<file path="src/rtl/cache_arbiter_if.sv">
// ---------------------------------------------------------------------------
// cache_arbiter_if
// Bundles the requester-side (I and D) and memory-side (pmem) signals of the
// cacheline arbiter.
//   master : the arbiter's view. It receives requests and pmem responses and
//            drives the responses, the pmem request and arbiter_idle.
//   slave  : the environment's view (requesters plus cacheline adaptor).
// Parameter S_LINE is the cacheline width in bits.
// ---------------------------------------------------------------------------
interface cache_arbiter_if #(
    parameter int S_LINE = 256
);
    // instruction side
    logic [31:0]       i_address;
    logic              i_read;
    logic [S_LINE-1:0] i_rdata;
    logic              i_resp;
    // data side
    logic [31:0]       d_address;
    logic              d_read;
    logic              d_write;
    logic [S_LINE-1:0] d_wdata;
    logic [S_LINE-1:0] d_rdata;
    logic              d_resp;
    // memory side
    logic [31:0]       pmem_address;
    logic              pmem_read;
    logic              pmem_write;
    logic [S_LINE-1:0] pmem_wdata;
    logic [S_LINE-1:0] pmem_rdata;
    logic              pmem_resp;
    // prefetch hint
    logic              arbiter_idle;

    modport master (
        input  i_address, i_read, d_address, d_read, d_write, d_wdata,
               pmem_rdata, pmem_resp,
        output i_rdata, i_resp, d_rdata, d_resp,
               pmem_address, pmem_read, pmem_write, pmem_wdata, arbiter_idle
    );

    modport slave (
        output i_address, i_read, d_address, d_read, d_write, d_wdata,
               pmem_rdata, pmem_resp,
        input  i_rdata, i_resp, d_rdata, d_resp,
               pmem_address, pmem_read, pmem_write, pmem_wdata, arbiter_idle
    );
endinterface

</file>
<file path="src/rtl/cache_arbiter.sv">
// ---------------------------------------------------------------------------
// cache_arbiter
// Shares one cacheline memory port between the instruction fetch path and
// the data cache. Each request is granted once, latched, and carried to the
// adaptor. The adaptor's completion is returned to the granted side in the
// same cycle. Under contention the grant alternates between the two sides.
//   clk    : clock, all state updates on the rising edge
//   rst_n  : asynchronous active-low reset
//   bus    : cache_arbiter_if.master, which carries
//            i_*    instruction-side read requests and responses
//            d_*    data-side read/writeback requests and responses
//            pmem_* line-aligned memory requests and responses
//            arbiter_idle  high when nothing is in flight or requested
// ---------------------------------------------------------------------------
module cache_arbiter #(
    parameter int S_OFFSET = 5,
    parameter int S_LINE   = 256
) (
    input  logic             clk,
    input  logic             rst_n,
    cache_arbiter_if.master  bus
);
    typedef enum logic [1:0] {
        IDLE    = 2'd0,
        SERVE_I = 2'd1,
        SERVE_D = 2'd2,
        DONE    = 2'd3
    } state_t;

    localparam logic        GRANT_I   = 1'b0;
    localparam logic [31:0] LINE_MASK = ~((32'd1 << S_OFFSET) - 32'd1);

    state_t            state_q, state_d;
    logic              last_grant_q, last_grant_d;
    logic [31:0]       addr_q, addr_d;
    logic              write_q, write_d;
    logic [S_LINE-1:0] wdata_q, wdata_d;

    logic              d_req;
    logic              grant_to_d;
    logic              serving;

    assign d_req = bus.d_read | bus.d_write;

    // State register. Reset is asynchronous, so the pmem strobes (decoded
    // from state_q) fall as soon as rst_n goes low.
    always_ff @(posedge clk or negedge rst_n) begin
        if (!rst_n) begin
            state_q      <= IDLE;
            last_grant_q <= GRANT_I;
            addr_q       <= '0;
            write_q      <= 1'b0;
            wdata_q      <= '0;
        end else begin
            state_q      <= state_d;
            last_grant_q <= last_grant_d;
            addr_q       <= addr_d;
            write_q      <= write_d;
            wdata_q      <= wdata_d;
        end
    end

    // Next-state logic. The request is captured only at grant time, so
    // requester changes during service cannot affect the memory request.
    always_comb begin
        state_d      = state_q;
        last_grant_d = last_grant_q;
        addr_d       = addr_q;
        write_d      = write_q;
        wdata_d      = wdata_q;
        grant_to_d   = 1'b0;
        case (state_q)
            IDLE: begin
                if (bus.i_read || d_req) begin
                    // On contention, the side that was not granted last wins.
                    if (bus.i_read && d_req)
                        grant_to_d = (last_grant_q == GRANT_I);
                    else
                        grant_to_d = d_req;
                    last_grant_d = grant_to_d;
                    state_d      = grant_to_d ? SERVE_D : SERVE_I;
                    addr_d       = (grant_to_d ? bus.d_address : bus.i_address) & LINE_MASK;
                    // A read and a write asserted together are treated as a write.
                    write_d      = grant_to_d & bus.d_write;
                    wdata_d      = grant_to_d ? bus.d_wdata : '0;
                end
            end
            SERVE_I, SERVE_D: begin
                if (bus.pmem_resp)
                    state_d = DONE;
            end
            DONE:    state_d = IDLE;
            default: state_d = IDLE;
        endcase
    end

    // Outputs. The response and read data pass through combinationally, so
    // the arbiter adds no latency to the adaptor's completion.
    always_comb begin
        serving          = (state_q == SERVE_I) || (state_q == SERVE_D);
        bus.pmem_read    = serving & ~write_q;
        bus.pmem_write   = serving & write_q;
        bus.pmem_address = serving ? addr_q : '0;
        bus.pmem_wdata   = serving ? wdata_q : '0;
        bus.i_resp       = (state_q == SERVE_I) & bus.pmem_resp;
        bus.d_resp       = (state_q == SERVE_D) & bus.pmem_resp;
        bus.i_rdata      = bus.i_resp ? bus.pmem_rdata : '0;
        bus.d_rdata      = (bus.d_resp & ~write_q) ? bus.pmem_rdata : '0;
        bus.arbiter_idle = (state_q == IDLE) & ~bus.i_read & ~d_req;
    end
endmodule

</file>
<file path="src/flat_wrapper.sv">
// flat-port wrapper written by rule: the top's interface ports become plain ports
module cache_arbiter_flat 
#(
    parameter int S_OFFSET = 5,
    parameter int S_LINE   = 256
)
  (clk, rst_n, bus_i_address, bus_i_read, bus_d_address, bus_d_read, bus_d_write, bus_d_wdata, bus_pmem_rdata, bus_pmem_resp, bus_i_rdata, bus_i_resp, bus_d_rdata, bus_d_resp, bus_pmem_address, bus_pmem_read, bus_pmem_write, bus_pmem_wdata, bus_arbiter_idle);
  cache_arbiter_if #(.S_LINE(S_LINE)) bus_i ();
  input  logic clk;
  input  logic rst_n;
  input wire logic [$bits(bus_i.i_address)-1:0] bus_i_address;
  input wire logic [$bits(bus_i.i_read)-1:0] bus_i_read;
  input wire logic [$bits(bus_i.d_address)-1:0] bus_d_address;
  input wire logic [$bits(bus_i.d_read)-1:0] bus_d_read;
  input wire logic [$bits(bus_i.d_write)-1:0] bus_d_write;
  input wire logic [$bits(bus_i.d_wdata)-1:0] bus_d_wdata;
  input wire logic [$bits(bus_i.pmem_rdata)-1:0] bus_pmem_rdata;
  input wire logic [$bits(bus_i.pmem_resp)-1:0] bus_pmem_resp;
  output wire logic [$bits(bus_i.i_rdata)-1:0] bus_i_rdata;
  output wire logic [$bits(bus_i.i_resp)-1:0] bus_i_resp;
  output wire logic [$bits(bus_i.d_rdata)-1:0] bus_d_rdata;
  output wire logic [$bits(bus_i.d_resp)-1:0] bus_d_resp;
  output wire logic [$bits(bus_i.pmem_address)-1:0] bus_pmem_address;
  output wire logic [$bits(bus_i.pmem_read)-1:0] bus_pmem_read;
  output wire logic [$bits(bus_i.pmem_write)-1:0] bus_pmem_write;
  output wire logic [$bits(bus_i.pmem_wdata)-1:0] bus_pmem_wdata;
  output wire logic [$bits(bus_i.arbiter_idle)-1:0] bus_arbiter_idle;
  assign bus_i.i_address = bus_i_address;
  assign bus_i.i_read = bus_i_read;
  assign bus_i.d_address = bus_d_address;
  assign bus_i.d_read = bus_d_read;
  assign bus_i.d_write = bus_d_write;
  assign bus_i.d_wdata = bus_d_wdata;
  assign bus_i.pmem_rdata = bus_pmem_rdata;
  assign bus_i.pmem_resp = bus_pmem_resp;
  assign bus_i_rdata = bus_i.i_rdata;
  assign bus_i_resp = bus_i.i_resp;
  assign bus_d_rdata = bus_i.d_rdata;
  assign bus_d_resp = bus_i.d_resp;
  assign bus_pmem_address = bus_i.pmem_address;
  assign bus_pmem_read = bus_i.pmem_read;
  assign bus_pmem_write = bus_i.pmem_write;
  assign bus_pmem_wdata = bus_i.pmem_wdata;
  assign bus_arbiter_idle = bus_i.arbiter_idle;
  cache_arbiter #(.S_OFFSET(S_OFFSET), .S_LINE(S_LINE)) u_core (.clk(clk), .rst_n(rst_n), .bus(bus_i));
endmodule
</file>
<file path="config.mk">
export PLATFORM = sky130hd
export DESIGN_NAME = cache_arbiter_flat
export DESIGN_NICKNAME = d
export VERILOG_FILES = /design/src/rtl/cache_arbiter_if.sv /design/src/rtl/cache_arbiter.sv /design/src/flat_wrapper.sv
export SDC_FILE = /design/constraint.sdc
export NUM_CORES = 1
export LEC_CHECK = 0
export CORE_AREA = 2 2 536 538
export DETAILED_ROUTE_END_ITERATION = 16
export DIE_AREA = 0 0 538 540
export GPL_TIMING_DRIVEN = 0
export MAX_ROUTING_LAYER = met4
export PLACE_DENSITY = 0.3
export RECOVER_POWER = 25
export SETUP_SLACK_MARGIN = 0.05
export SYNTH_ARGS = -nofsm -noshare
export SYNTH_HDL_FRONTEND = slang
export SYNTH_SLANG_ARGS = --single-unit
</file>
<file path="constraint.sdc">
create_clock -name clk -period 2 [get_ports clk]
set_input_delay 0.4 -clock clk [delete_from_list [all_inputs] [get_ports clk]]
set_output_delay 0.4 -clock clk [all_outputs]
set_load 0.01 [all_outputs]
</file>
==> metrics.txt <==
outcome=finished, violations left; failing checks=negative setup slack; CTS root buf=clkbuf_16; Worst Path Arrival=2.60 ns; layout cell share with drive strength beyond 1=approximately 37%; Starting Density=5.70%; IO Count=1387; IO Port Bufs=1370; combinational share of power=between 70% and 80%; worst reg-to-reg setup slack=-0.18 ns; Final period util=150%; WL final=around 250000 microns; DR iter-0 viols=1177; Clk pwr share=12.0%; pin count of the biggest net entering global routing=105; GRT Util Overall=16.6%; kind of critical path=reg -> out; part of the power in registers=16.4%; average wire per standard cell=34.4 microns; most frequent cell after synthesis=and2_1; Slowest-stage cell, CP=dlygate4sd2_1; Final setup viols=1181; #FFs+latches synth=between 200 and 300; P&R area growth vs syn=148%; fin area=40200 sq um; DIE AREA=just under 300000 sq um; FF-to-FF Start=u_core.state_q[1]; Sink Count=approximately 290; Worst VDD drop=approximately 0.87 mV; Synth Warn #=0; die outline width=538 microns; Slew HR=approximately 24%; DRT Pass-1 Iters=4; vias in the first global route=21.4k; most common library cells after synthesis=and2_1, dfrtp_1, a22o_1, and3_1, clkbuf_1; Fin Hold WS=0.373 ns; number of enable flip-flop cells after synthesis=0; Max Cap Viol=0; Leakage=19.3 nW; Hold Vio Cnt, Final=0; synth top area cells=dfrtp_1, and2_1, a22o_1; Pint=35.2 mW; Layout fillers=32.4k; Hold EP=u_core.state_q[1]; DR DRC count=0; hpwl dp=212000 microns; vias=21.1k; CTS tree=done; # rows=between 150 and 200; setup slack after layout=-1.00 ns; R2R cell count=6; Required @ worst endpoint=1.60 ns; Post-Route Setup TNS=-678.26 ns; r2r endpoint=u_core.wdata_q[110]; Hold Crit Start=bus_pmem_resp; Max Clk Rate=333 MHz; Core ar.=284000 sq um; Power Density=1510 nW/um^2; Setup crit end kind=output pin; worst skew pair latency=~0.6 ns; TritonCTS buffer count=40; CTS max path bufs=3; RSZ-0062 raised after global routing=true; NetSw=25.5 mW; Seq/Total Area, Yosys=44.3%; worst-path cell chain=inv_2 > ha_4 > buf_12 > clkbuf_16 > clkbuf_4 > and3_1 > dlygate4sd2_1; placed cells=a little under 7k; pre-CTS setup slack=-2.50 ns; CP startpoint kind=flop; Netlist cell types=28; clock transition at the registers of the reported paths=roughly 0.060 ns; Yosys top cell area share=44.3%; fin. max-slew vios=0; prevailing post-synth register cell=dfrtp_1; Worst Path Max Fanout=10; switching share of power=approximately two fifths; Worst-Margin Slew=1.13 ns; global-route wire length before repair=approximately 290000 microns; gr ovfl total=0; post-synthesis average cell area=9.92 sq um; Clock Skew=0.0212 ns; DP Area=34800 sq um; die height=540 microns; routability congestion estimate=0.893; Final Non-Filler Cells=7170; Final nets=3803; Final min period=approximately 3 ns; cell count after synthesis=1636; hold depth=4; DRT antenna net count=0; Async SR Flop Fraction=100%; antenna violations before repair=209; Post-Syn Area=around 16000 sq um; top cell type by total area after synthesis=dfrtp_1; vias per inst=2.94; Worst path max stage delay=0.42 ns; HP Class=in -> reg; H-Tree Depth=2
-- layer usage --
layer	GRT usage, %	wire length [microns]
met4	5.92	10700
met5	-	0
met2	27.8	119000
met3	10.1	35600
met1	15.4	81800
-- area by class of cell --
type / instances / area (sq um) / area share (%)
Clock buffer: 60 / 1170 / 2.90
Buffer: 183 / 2240 / 5.58
Sequential cell: 287 / 7180 / 17.9
Inverter: 3 / 11.3 / 0.0280
Tap cell: 3762 / 4710 / 11.7
Timing Repair Buffer: 1540 / 15700 / 38.9
Multi-Input combinational cell: 1162 / 8740 / 21.7
Clock inverter: 8 / 87.6 / 0.218
Antenna cell: 165 / 413 / 1.03
-- kinds of logic (layout without fill, tap and decap cells) --
| group | count (synthesis) | count (layout) | synth area share, % |
|---|---|---|---|
| flip-flops | 287 | 287 | 44.3 |
| other | 1 | 170 | 0.0231 |
| adder cells (fa/ha/maj) | 4 | 4 | 0.308 |
| AO/OA/AOI/OAI | 289 | 289 | 15.0 |
| AND/OR/NAND/NOR | 834 | 834 | 31.7 |
| multiplexers | 30 | 30 | 1.86 |
| buffers and inverters | 191 | 1794 | 6.82 |
-- metrics by stage --
| step | util [%] | power, mW |
|---|---|---|
| 2_1_floorplan | - | 21.0 |
| 3_3_place_gp | 12.2 | 38.8 |
| 3_5_place_dp | 12.2 | 41.4 |
| 4_1_cts | 13.8 | 60.9 |
| 5_1_grt | 14.1 | 64.2 |
| 6_report | 14.1 | 60.6 |
-- power groups by stage --
stage / sequential, mW / combinational, mW / clock (mW)
6_report: 9.97 / 43.4 / 7.31
3_5_place_dp: 9.85 / 31.5 / 0
2_1_floorplan: 9.07 / 11.9 / 0
5_1_grt: 10.2 / 46.2 / 7.75
3_3_place_gp: 9.96 / 28.8 / 0
4_1_cts: 9.94 / 43.3 / 7.64
-- layout by cell type (no fill, tap or decap), types with 2 or more instances in the layout --
cell | Yosys | routed
clkbuf_1 | 112 | 35
and2_4 | 0 | 233
clkinv_2 | 0 | 3
dlygate4sd2_1 | 0 | 37
nand2_1 | 30 | 30
clkbuf_8 | 0 | 17
clkdlybuf4s15_1 | 0 | 12
and3_2 | 0 | 4
and3_1 | 256 | 222
a21oi_1 | 2 | 2
and3_4 | 0 | 30
clkdlybuf4s50_1 | 0 | 691
clkbuf_4 | 0 | 16
and2_1 | 543 | 308
ha_4 | 0 | 3
buf_6 | 7 | 291
buf_8 | 20 | 80
buf_2 | 35 | 118
conb_1 | 1 | 5
clkdlybuf4s15_2 | 0 | 20
diode_2 | 0 | 165
and2_2 | 0 | 2
a22o_1 | 256 | 256
buf_16 | 0 | 3
o21ai_0 | 27 | 27
clkinvlp_4 | 0 | 3
dlymetal6s2s_1 | 0 | 104
clkbuf_2 | 4 | 119
buf_4 | 8 | 101
inv_2 | 0 | 2
mux2i_1 | 29 | 29
clkbuf_16 | 0 | 87
buf_12 | 2 | 50
dfrtp_1 | 287 | 287
-- repair_timing --
| item | CTS | global route |
|---|---|---|
| resized for setup | 2210 | 1165 |
| setup buffers | 99 | 38 |
| endpoints found under the setup margin | 1076 | 1075 |
| gates cloned | 26 | 9 |
| pin swaps | 4 | 11 |
| hold buffers | 1 | 0 |
| endpoints found under the hold margin | 102 | 0 |
-- how the worst max path moves through the flow --
stage,from,end,slack (ns),cells after the start
2_1_floorplan,u_core.state_q[0],bus_pmem_wdata[100],0.03,6
3_3_place_gp,rst_n,u_core.wdata_q[189],-14.60,1
3_5_place_dp,u_core.state_q[0],bus_pmem_wdata[248],-2.50,7
4_1_cts,u_core.state_q[0],bus_d_rdata[171],-1.31,9
5_1_grt,u_core.state_q[1],bus_pmem_wdata[161],-1.04,10
6_report,u_core.state_q[1],bus_i_rdata[201],-1.00,7
-- worst max-delay path: cells and delay by family, from the launching register on --
family,cells,cell delay (ns)
adder cells (fa/ha/maj),1,0.21
buffers and inverters,5,1.07
AND/OR/NAND/NOR,1,0.30
flip-flops,1,0.40
-- sequential cells by signal (all words and copies together), names as in the netlist --
signal	count
u_core.addr_q	27
u_core.state_q	2
u_core.write_q	1
u_core.wdata_q	256
u_core.last_grant_q	1
Note: power is estimated with default switching activity, not from simulation.
